==> config.mk <==
export PLATFORM = sky130hd
export DESIGN_NAME = pkt_tx_scheduler_flat
export DESIGN_NICKNAME = d
export VERILOG_FILES = /design/src/rtl/pkt_tx_scheduler_if.sv /design/src/rtl/pkt_tx_scheduler.sv /design/src/flat_wrapper.sv
export SDC_FILE = /design/constraint.sdc
export NUM_CORES = 1
export LEC_CHECK = 0
export CAP_MARGIN = 20
export CELL_PAD_IN_SITES_DETAIL_PLACEMENT = 1
export CELL_PAD_IN_SITES_GLOBAL_PLACEMENT = 2
export CORE_ASPECT_RATIO = 2
export CORE_UTILIZATION = 31
export CTS_BUF_LIST = sky130_fd_sc_hd__clkbuf_4 sky130_fd_sc_hd__clkbuf_8 sky130_fd_sc_hd__clkbuf_16
export DETAILED_ROUTE_END_ITERATION = 12
export PLACE_DENSITY_LB_ADDON = 0.08
export SLEW_MARGIN = 20
export SYNTH_ARGS = -nofsm -noshare
export SYNTH_HDL_FRONTEND = slang
export SYNTH_SLANG_ARGS = --single-unit
export TNS_END_PERCENT = 1
==> constraint.sdc <==
create_clock -name clk -period 4.4 [get_ports clk]
set_input_delay 0.88 -clock clk [delete_from_list [all_inputs] [get_ports clk]]
set_output_delay 0.88 -clock clk [all_outputs]
set_load 0.05 [all_outputs]
==> src/rtl/pkt_tx_scheduler_if.sv <==
// AXI-Stream bundle between the transmit scheduler, its two payload sources
// and the packetizer input FIFO. The master side is the scheduler.
interface pkt_tx_scheduler_if #(
  parameter int BYTES = 1
);
  logic [BYTES*8-1:0] S0_tdata;
  logic               S0_tvalid;
  logic               S0_tready;
  logic [BYTES*8-1:0] S1_tdata;
  logic               S1_tvalid;
  logic               S1_tready;
  logic [BYTES*8-1:0] M_tdata;
  logic               M_tvalid;
  logic               M_tready;
  logic               M_tlast;
  logic               M_tuser;

  modport master (
    input  S0_tdata, S0_tvalid, S1_tdata, S1_tvalid, M_tready,
    output S0_tready, S1_tready, M_tdata, M_tvalid, M_tlast, M_tuser
  );

  modport slave (
    output S0_tdata, S0_tvalid, S1_tdata, S1_tvalid, M_tready,
    input  S0_tready, S1_tready, M_tdata, M_tvalid, M_tlast, M_tuser
  );
endinterface

==> src/rtl/pkt_tx_scheduler.sv <==
// Round-robin transmit scheduler: grants one of two payload sources, streams
// its symbols to the packetizer FIFO with tlast/tuser, waits for pkt_sent and
// then holds an idle gap so packets never overlap in the FIFO.
module pkt_tx_scheduler #(
  parameter int BYTES        = 1,
  parameter int GAP_CYCLES   = 16,
  parameter int SENT_TIMEOUT = 65535
) (
  input  logic                      clk,
  input  logic                      rst_n,
  input  logic [1:0]                req,
  input  logic [15:0]               len0,
  input  logic [15:0]               len1,
  input  logic [1:0]                bpsk,
  pkt_tx_scheduler_if.master        axis,
  output logic [15:0]               payload_length,
  input  logic                      pkt_sent,
  output logic [1:0]                gnt,
  output logic                      done,
  output logic                      err,
  output logic                      busy
);

  localparam logic [1:0] ST_IDLE      = 2'd0;
  localparam logic [1:0] ST_LOAD      = 2'd1;
  localparam logic [1:0] ST_WAIT_SENT = 2'd2;
  localparam logic [1:0] ST_GAP       = 2'd3;

  localparam logic [15:0] GAP_LAST = 16'(GAP_CYCLES - 1);
  localparam logic [15:0] TMO_LAST = 16'(SENT_TIMEOUT - 1);

  logic [1:0]  state_q, state_d;
  logic        ptr_q, ptr_d;        // source preferred when both request
  logic        sel_q, sel_d;        // source of the current packet
  logic [1:0]  gnt_q, gnt_d;
  logic [15:0] len_q, len_d;
  logic        bpsk_q, bpsk_d;
  logic [15:0] sym_q, sym_d;
  logic [15:0] cnt_q, cnt_d;        // symbol / timeout / gap counter
  logic        done_q, done_d;
  logic        err_q, err_d;
  logic        pkt_sent_q;

  logic               load;
  logic               sel_tvalid;
  logic [BYTES*8-1:0] sel_tdata;
  logic               m_fire;
  logic               last_sym;
  logic               sent_rise;

  assign load       = (state_q == ST_LOAD);
  assign sel_tvalid = sel_q ? axis.S1_tvalid : axis.S0_tvalid;
  assign sel_tdata  = sel_q ? axis.S1_tdata  : axis.S0_tdata;
  assign last_sym   = (cnt_q == sym_q - 16'd1);
  assign m_fire     = load & sel_tvalid & axis.M_tready;
  assign sent_rise  = pkt_sent & ~pkt_sent_q;

  // Pass-through of the granted source; everything is gated off outside LOAD
  // so a reset or state change drops valid/ready/tlast without a clock edge.
  assign axis.M_tvalid  = load & sel_tvalid;
  assign axis.M_tdata   = load ? sel_tdata : '0;
  assign axis.M_tlast   = load & last_sym;
  assign axis.M_tuser   = bpsk_q;
  assign axis.S0_tready = load & ~sel_q & axis.M_tready;
  assign axis.S1_tready = load &  sel_q & axis.M_tready;

  assign payload_length = len_q;
  assign gnt            = gnt_q;
  assign done           = done_q;
  assign err            = err_q;
  assign busy           = (state_q != ST_IDLE);

  // Next-state logic: arbitration, symbol counting, pkt_sent wait and gap.
  always_comb begin
    // NOTE: every variable gets a default here so no path leaves one unassigned,
    // which would otherwise infer a latch.
    state_d = state_q;
    ptr_d   = ptr_q;
    sel_d   = sel_q;
    gnt_d   = gnt_q;
    len_d   = len_q;
    bpsk_d  = bpsk_q;
    sym_d   = sym_q;
    cnt_d   = cnt_q;
    done_d  = 1'b0;
    err_d   = 1'b0;

    case (state_q)
      ST_IDLE: begin
        if (req != 2'b00) begin
          sel_d  = (req == 2'b11) ? ptr_q : req[1];
          len_d  = sel_d ? len1 : len0;
          bpsk_d = sel_d ? bpsk[1] : bpsk[0];
          // QPSK carries two bits per symbol; an odd trailing bit is dropped.
          sym_d  = bpsk_d ? len_d : {1'b0, len_d[15:1]};
          cnt_d  = '0;
          if (sym_d == 16'd0) begin
            err_d = 1'b1;
            ptr_d = ~sel_d;
          end else begin
            gnt_d   = sel_d ? 2'b10 : 2'b01;
            state_d = ST_LOAD;
          end
        end
      end
      ST_LOAD: begin
        if (m_fire) begin
          if (last_sym) begin
            cnt_d   = '0;
            gnt_d   = 2'b00;
            state_d = ST_WAIT_SENT;
          end else begin
            cnt_d = cnt_q + 16'd1;
          end
        end
      end
      ST_WAIT_SENT: begin
        if (sent_rise) begin
          done_d  = 1'b1;
          cnt_d   = '0;
          state_d = ST_GAP;
        end else if (cnt_q == TMO_LAST) begin
          err_d   = 1'b1;
          cnt_d   = '0;
          state_d = ST_GAP;
        end else begin
          cnt_d = cnt_q + 16'd1;
        end
      end
      ST_GAP: begin
        if (cnt_q == GAP_LAST) begin
          cnt_d   = '0;
          ptr_d   = ~sel_q;
          state_d = ST_IDLE;
        end else begin
          cnt_d = cnt_q + 16'd1;
        end
      end
      default: state_d = ST_IDLE;
    endcase
  end

  // State registers with asynchronous active-low reset.
  always_ff @(posedge clk or negedge rst_n) begin
    // NOTE: non-blocking assignments keep every flop sampling pre-edge values.
    if (!rst_n) begin
      state_q    <= ST_IDLE;
      ptr_q      <= 1'b0;
      sel_q      <= 1'b0;
      gnt_q      <= 2'b00;
      len_q      <= '0;
      bpsk_q     <= 1'b0;
      sym_q      <= '0;
      cnt_q      <= '0;
      done_q     <= 1'b0;
      err_q      <= 1'b0;
      pkt_sent_q <= 1'b0;
    end else begin
      state_q    <= state_d;
      ptr_q      <= ptr_d;
      sel_q      <= sel_d;
      gnt_q      <= gnt_d;
      len_q      <= len_d;
      bpsk_q     <= bpsk_d;
      sym_q      <= sym_d;
      cnt_q      <= cnt_d;
      done_q     <= done_d;
      err_q      <= err_d;
      pkt_sent_q <= pkt_sent;
    end
  end

endmodule

==> src/flat_wrapper.sv <==
// flat-port wrapper written by rule: the top's interface ports become plain ports
module pkt_tx_scheduler_flat 
#(
  parameter int BYTES        = 1,
  parameter int GAP_CYCLES   = 16,
  parameter int SENT_TIMEOUT = 65535
)
  (clk, rst_n, req, len0, len1, bpsk, payload_length, pkt_sent, gnt, done, err, busy, axis_S0_tdata, axis_S0_tvalid, axis_S1_tdata, axis_S1_tvalid, axis_M_tready, axis_S0_tready, axis_S1_tready, axis_M_tdata, axis_M_tvalid, axis_M_tlast, axis_M_tuser);
  pkt_tx_scheduler_if #(.BYTES(BYTES)) axis_i ();
  input  logic clk;
  input  logic rst_n;
  input  logic [1:0] req;
  input  logic [15:0] len0;
  input  logic [15:0] len1;
  input  logic [1:0] bpsk;
  output logic [15:0] payload_length;
  input  logic pkt_sent;
  output logic [1:0] gnt;
  output logic done;
  output logic err;
  output logic busy;
  input wire logic [$bits(axis_i.S0_tdata)-1:0] axis_S0_tdata;
  input wire logic [$bits(axis_i.S0_tvalid)-1:0] axis_S0_tvalid;
  input wire logic [$bits(axis_i.S1_tdata)-1:0] axis_S1_tdata;
  input wire logic [$bits(axis_i.S1_tvalid)-1:0] axis_S1_tvalid;
  input wire logic [$bits(axis_i.M_tready)-1:0] axis_M_tready;
  output wire logic [$bits(axis_i.S0_tready)-1:0] axis_S0_tready;
  output wire logic [$bits(axis_i.S1_tready)-1:0] axis_S1_tready;
  output wire logic [$bits(axis_i.M_tdata)-1:0] axis_M_tdata;
  output wire logic [$bits(axis_i.M_tvalid)-1:0] axis_M_tvalid;
  output wire logic [$bits(axis_i.M_tlast)-1:0] axis_M_tlast;
  output wire logic [$bits(axis_i.M_tuser)-1:0] axis_M_tuser;
  assign axis_i.S0_tdata = axis_S0_tdata;
  assign axis_i.S0_tvalid = axis_S0_tvalid;
  assign axis_i.S1_tdata = axis_S1_tdata;
  assign axis_i.S1_tvalid = axis_S1_tvalid;
  assign axis_i.M_tready = axis_M_tready;
  assign axis_S0_tready = axis_i.S0_tready;
  assign axis_S1_tready = axis_i.S1_tready;
  assign axis_M_tdata = axis_i.M_tdata;
  assign axis_M_tvalid = axis_i.M_tvalid;
  assign axis_M_tlast = axis_i.M_tlast;
  assign axis_M_tuser = axis_i.M_tuser;
  pkt_tx_scheduler #(.BYTES(BYTES), .GAP_CYCLES(GAP_CYCLES), .SENT_TIMEOUT(SENT_TIMEOUT)) u_core (.clk(clk), .rst_n(rst_n), .req(req), .len0(len0), .len1(len1), .bpsk(bpsk), .axis(axis_i), .payload_length(payload_length), .pkt_sent(pkt_sent), .gnt(gnt), .done(done), .err(err), .busy(busy));
endmodule
==> out/results.txt <==
Vias/cell: 5.54
first-pass GRT wire length: 23,700 um
Hold Path Class: register to register
Post-Synth Simple-Gate Area: 22.9%
CTS resizes: 0
delay of the slowest critical-path stage: 700 ps
largest family of logic cells by synthesized area: simple AND/OR/NAND/NOR gates
clk root buf: clkbuf_16
final setup fails: 0
final number of hold-violating endpoints: 0
#FFs+latches synth: 58
CP max FO: 9
Post-Syn Nets: 557
final antenna-violating net count: 0
clock latency on the worst-skew pair: 340 ps
Post-synth ARST share: 100%
I/O Pins: 92
worst path arrival time: 3250 ps
initial antenna violation count: 0
status: finished, final reports clean
CTS tree: yes
worst path cell trace: or4_1, nor4b_1, xnor2_1, nor4b_1, nand2_1, nor4_1, and2_1, buf_12
Die W: 84.9 um
Lkg Pwr: 0.00240 uW
min-delay src: u_core.payload_length[5]
normalized max-slew margin: 42.0%
placed cells: 718
ant diodes: 0
Worst path slowest cell: or4_1
initial core utilization: 31.7%
Synth Flop Type: dfrtp_1
adder-cell share of the synthesized area: 2.06%
grt ovf: 0
Slew Viols, Final: 0
VDD IR-drop max: 0.000181 V
Core Area: 13,400 sq um
mapped cell area: 4260 sq um
mux cell area share after synthesis: 13.5%
Final period util: 93.9%
syn avg cell area: 8.65 sq um
drt pass-1 iters: 6
Die ar.: 14,200 sq um
Setup TNS Final: 0 ps
vias in the first global route: 4,401
Post-Synth XOR/XNOR Area: 3.70%
most common cell after layout, fill and taps aside: clkdlybuf4s50_1
Final min period: 4130 ps
dpl hpwl: 12,200 um
clk buf depth: 2
Layout Cells excl Fill: 734
Worst-Margin Slew: 870 ps
Iter 0 DRT Violations: 119
Setup Fix Bufs, Post-CTS: 0
Max Freq: 0.242 GHz
MaxCap Viol Count: 0
worst hold slack: 483 ps
fillcell total: 1,571
via count: 4,069
post-synth cell types: 64
pre-CTS setup slack: 598 ps
complex-gate fraction of the synthesized area: 19.1%
most frequent cells in the layout: clkdlybuf4s50_1, nand2_1, dfrtp_1, o21ai_0, mux2i_1
Critical Path End Type: output port
post-layout util: 42.2%
Routed WL: 15,000 um
CP Launch Type: register
post-route setup slack: 270 ps
WL per Instance: 20.5 um
RD Place Congestion: 0.889
most used cell, CP: nor4b_1
# rows: 60
Worst EP required: 3520 ps
# DRC: 0
hold_buf cts: 0
final net count: 639
H-Tree Depth: 3
Die Height: 168 um
Crit Path Class: register to output port
crit path from: u_core.sym_q[3]
Total Routing Usage GR: 22.1%
Reg-to-Reg Start: u_core.sym_q[3]
Worst path top cell family by delay: simple AND/OR/NAND/NOR gates
IO buf count: 91
Post-synth EDFFs: 0
Sink Count: 58
Worst Path Buf+Inv: 1
PwrDens: 324 nW/um^2
largest net degree at the start of global routing: 35
CTS Buf Count: 9
area grow syn2layout: 33.1%
sequential-to-total area share from yosys stat: 34.1%
Syn Inst Count: 492
clk slew on worst S/H paths: 60 ps
YS warnings: 0
post-route clock skew: 9.56 ps
RSZ-0062 raised after global routing: no
share of layout cells above drive strength 1: 11.4%
power by group:
part	internal (uW)	switching, uW
combinational	186	205
clock	500	285
sequential	569	90.4
total	1250	581
worst min-delay path: cells and delay by family, from the launching register on:
| kind | cells | cell delay (ps) |
|---|---|---|
| simple gates | 1 | 50 |
| flops | 1 | 340 |
| compound gates | 1 | 60 |
Yosys cell counts, drive strengths merged, types with 9 or more instances:
master	number	area (sq um)
dfrtp	58	1450
clkbuf	22	83.8
nor2	28	105
nor2b	13	81.3
nor4	9	56.3
a21oi	14	73.8
mux2	15	173
nand2	64	240
nand3	14	75.1
xor2	13	114
o21ai	49	249
nor3	14	70.1
inv	13	48.8
buf	13	66.3
mux2i	40	400
layout make-up:
class	count	area (sq um)	share of cell area [%]
Multi-Input combinational cell	386	2620	46.2
Clock buffer	9	225	3.97
Inverter	13	48.8	0.861
Clock inverter	7	103	1.81
Tap cell	155	194	3.42
Sequential cell	58	1450	25.6
Timing Repair Buffer	106	1030	18.1
final timing paths:
| path | to | slack (ps) | depth (start not counted) |
|---|---|---|---|
| max in group asynchronous | u_core.sym_q[7] | 2920 | 2 |
| min in group asynchronous | u_core.cnt_q[2] | 630 | 1 |
| worst max-delay path | axis_M_tlast | 270 | 8 |
| worst max register to register | u_core.cnt_q[15] | 790 | 8 |
| worst min register to register | u_core.payload_length[5] | 480 | 2 |
| worst min-delay path | u_core.payload_length[5] | 480 | 2 |
kinds of logic after synthesis:
group	Yosys count
AO/OA/AOI/OAI	115
XOR/XNOR	18
adder cells (fa/ha/maj)	7
buffers and inverters	48
flip-flops	58
multiplexers	55
AND/OR/NAND/NOR	191
registers in the layout (all words and copies together) (netlist names), 2 cells and up:
| register | cells |
|---|---|
| u_core.gnt | 2 |
| u_core.cnt_q | 16 |
| u_core.payload_length | 16 |
| u_core.sym_q | 16 |
| u_core.state_q | 2 |
metal layers:
layer / track usage, % / part of all wire, %
met3: 3.15 / 2.6
met5: 0 / 0
met4: 12.1 / 4.7
met1: 20.9 / 34
met2: 44.0 / 59
metrics by stage:
step                      power (uW)  cell area (sq um)
after global placement          1050               5340
after detailed placement        1060               5340
final                           1840               5670
after floorplan                  884               4260
after global routing            1920               5670
after CTS                       1860               5670
(Power assumes the default switching activity.)
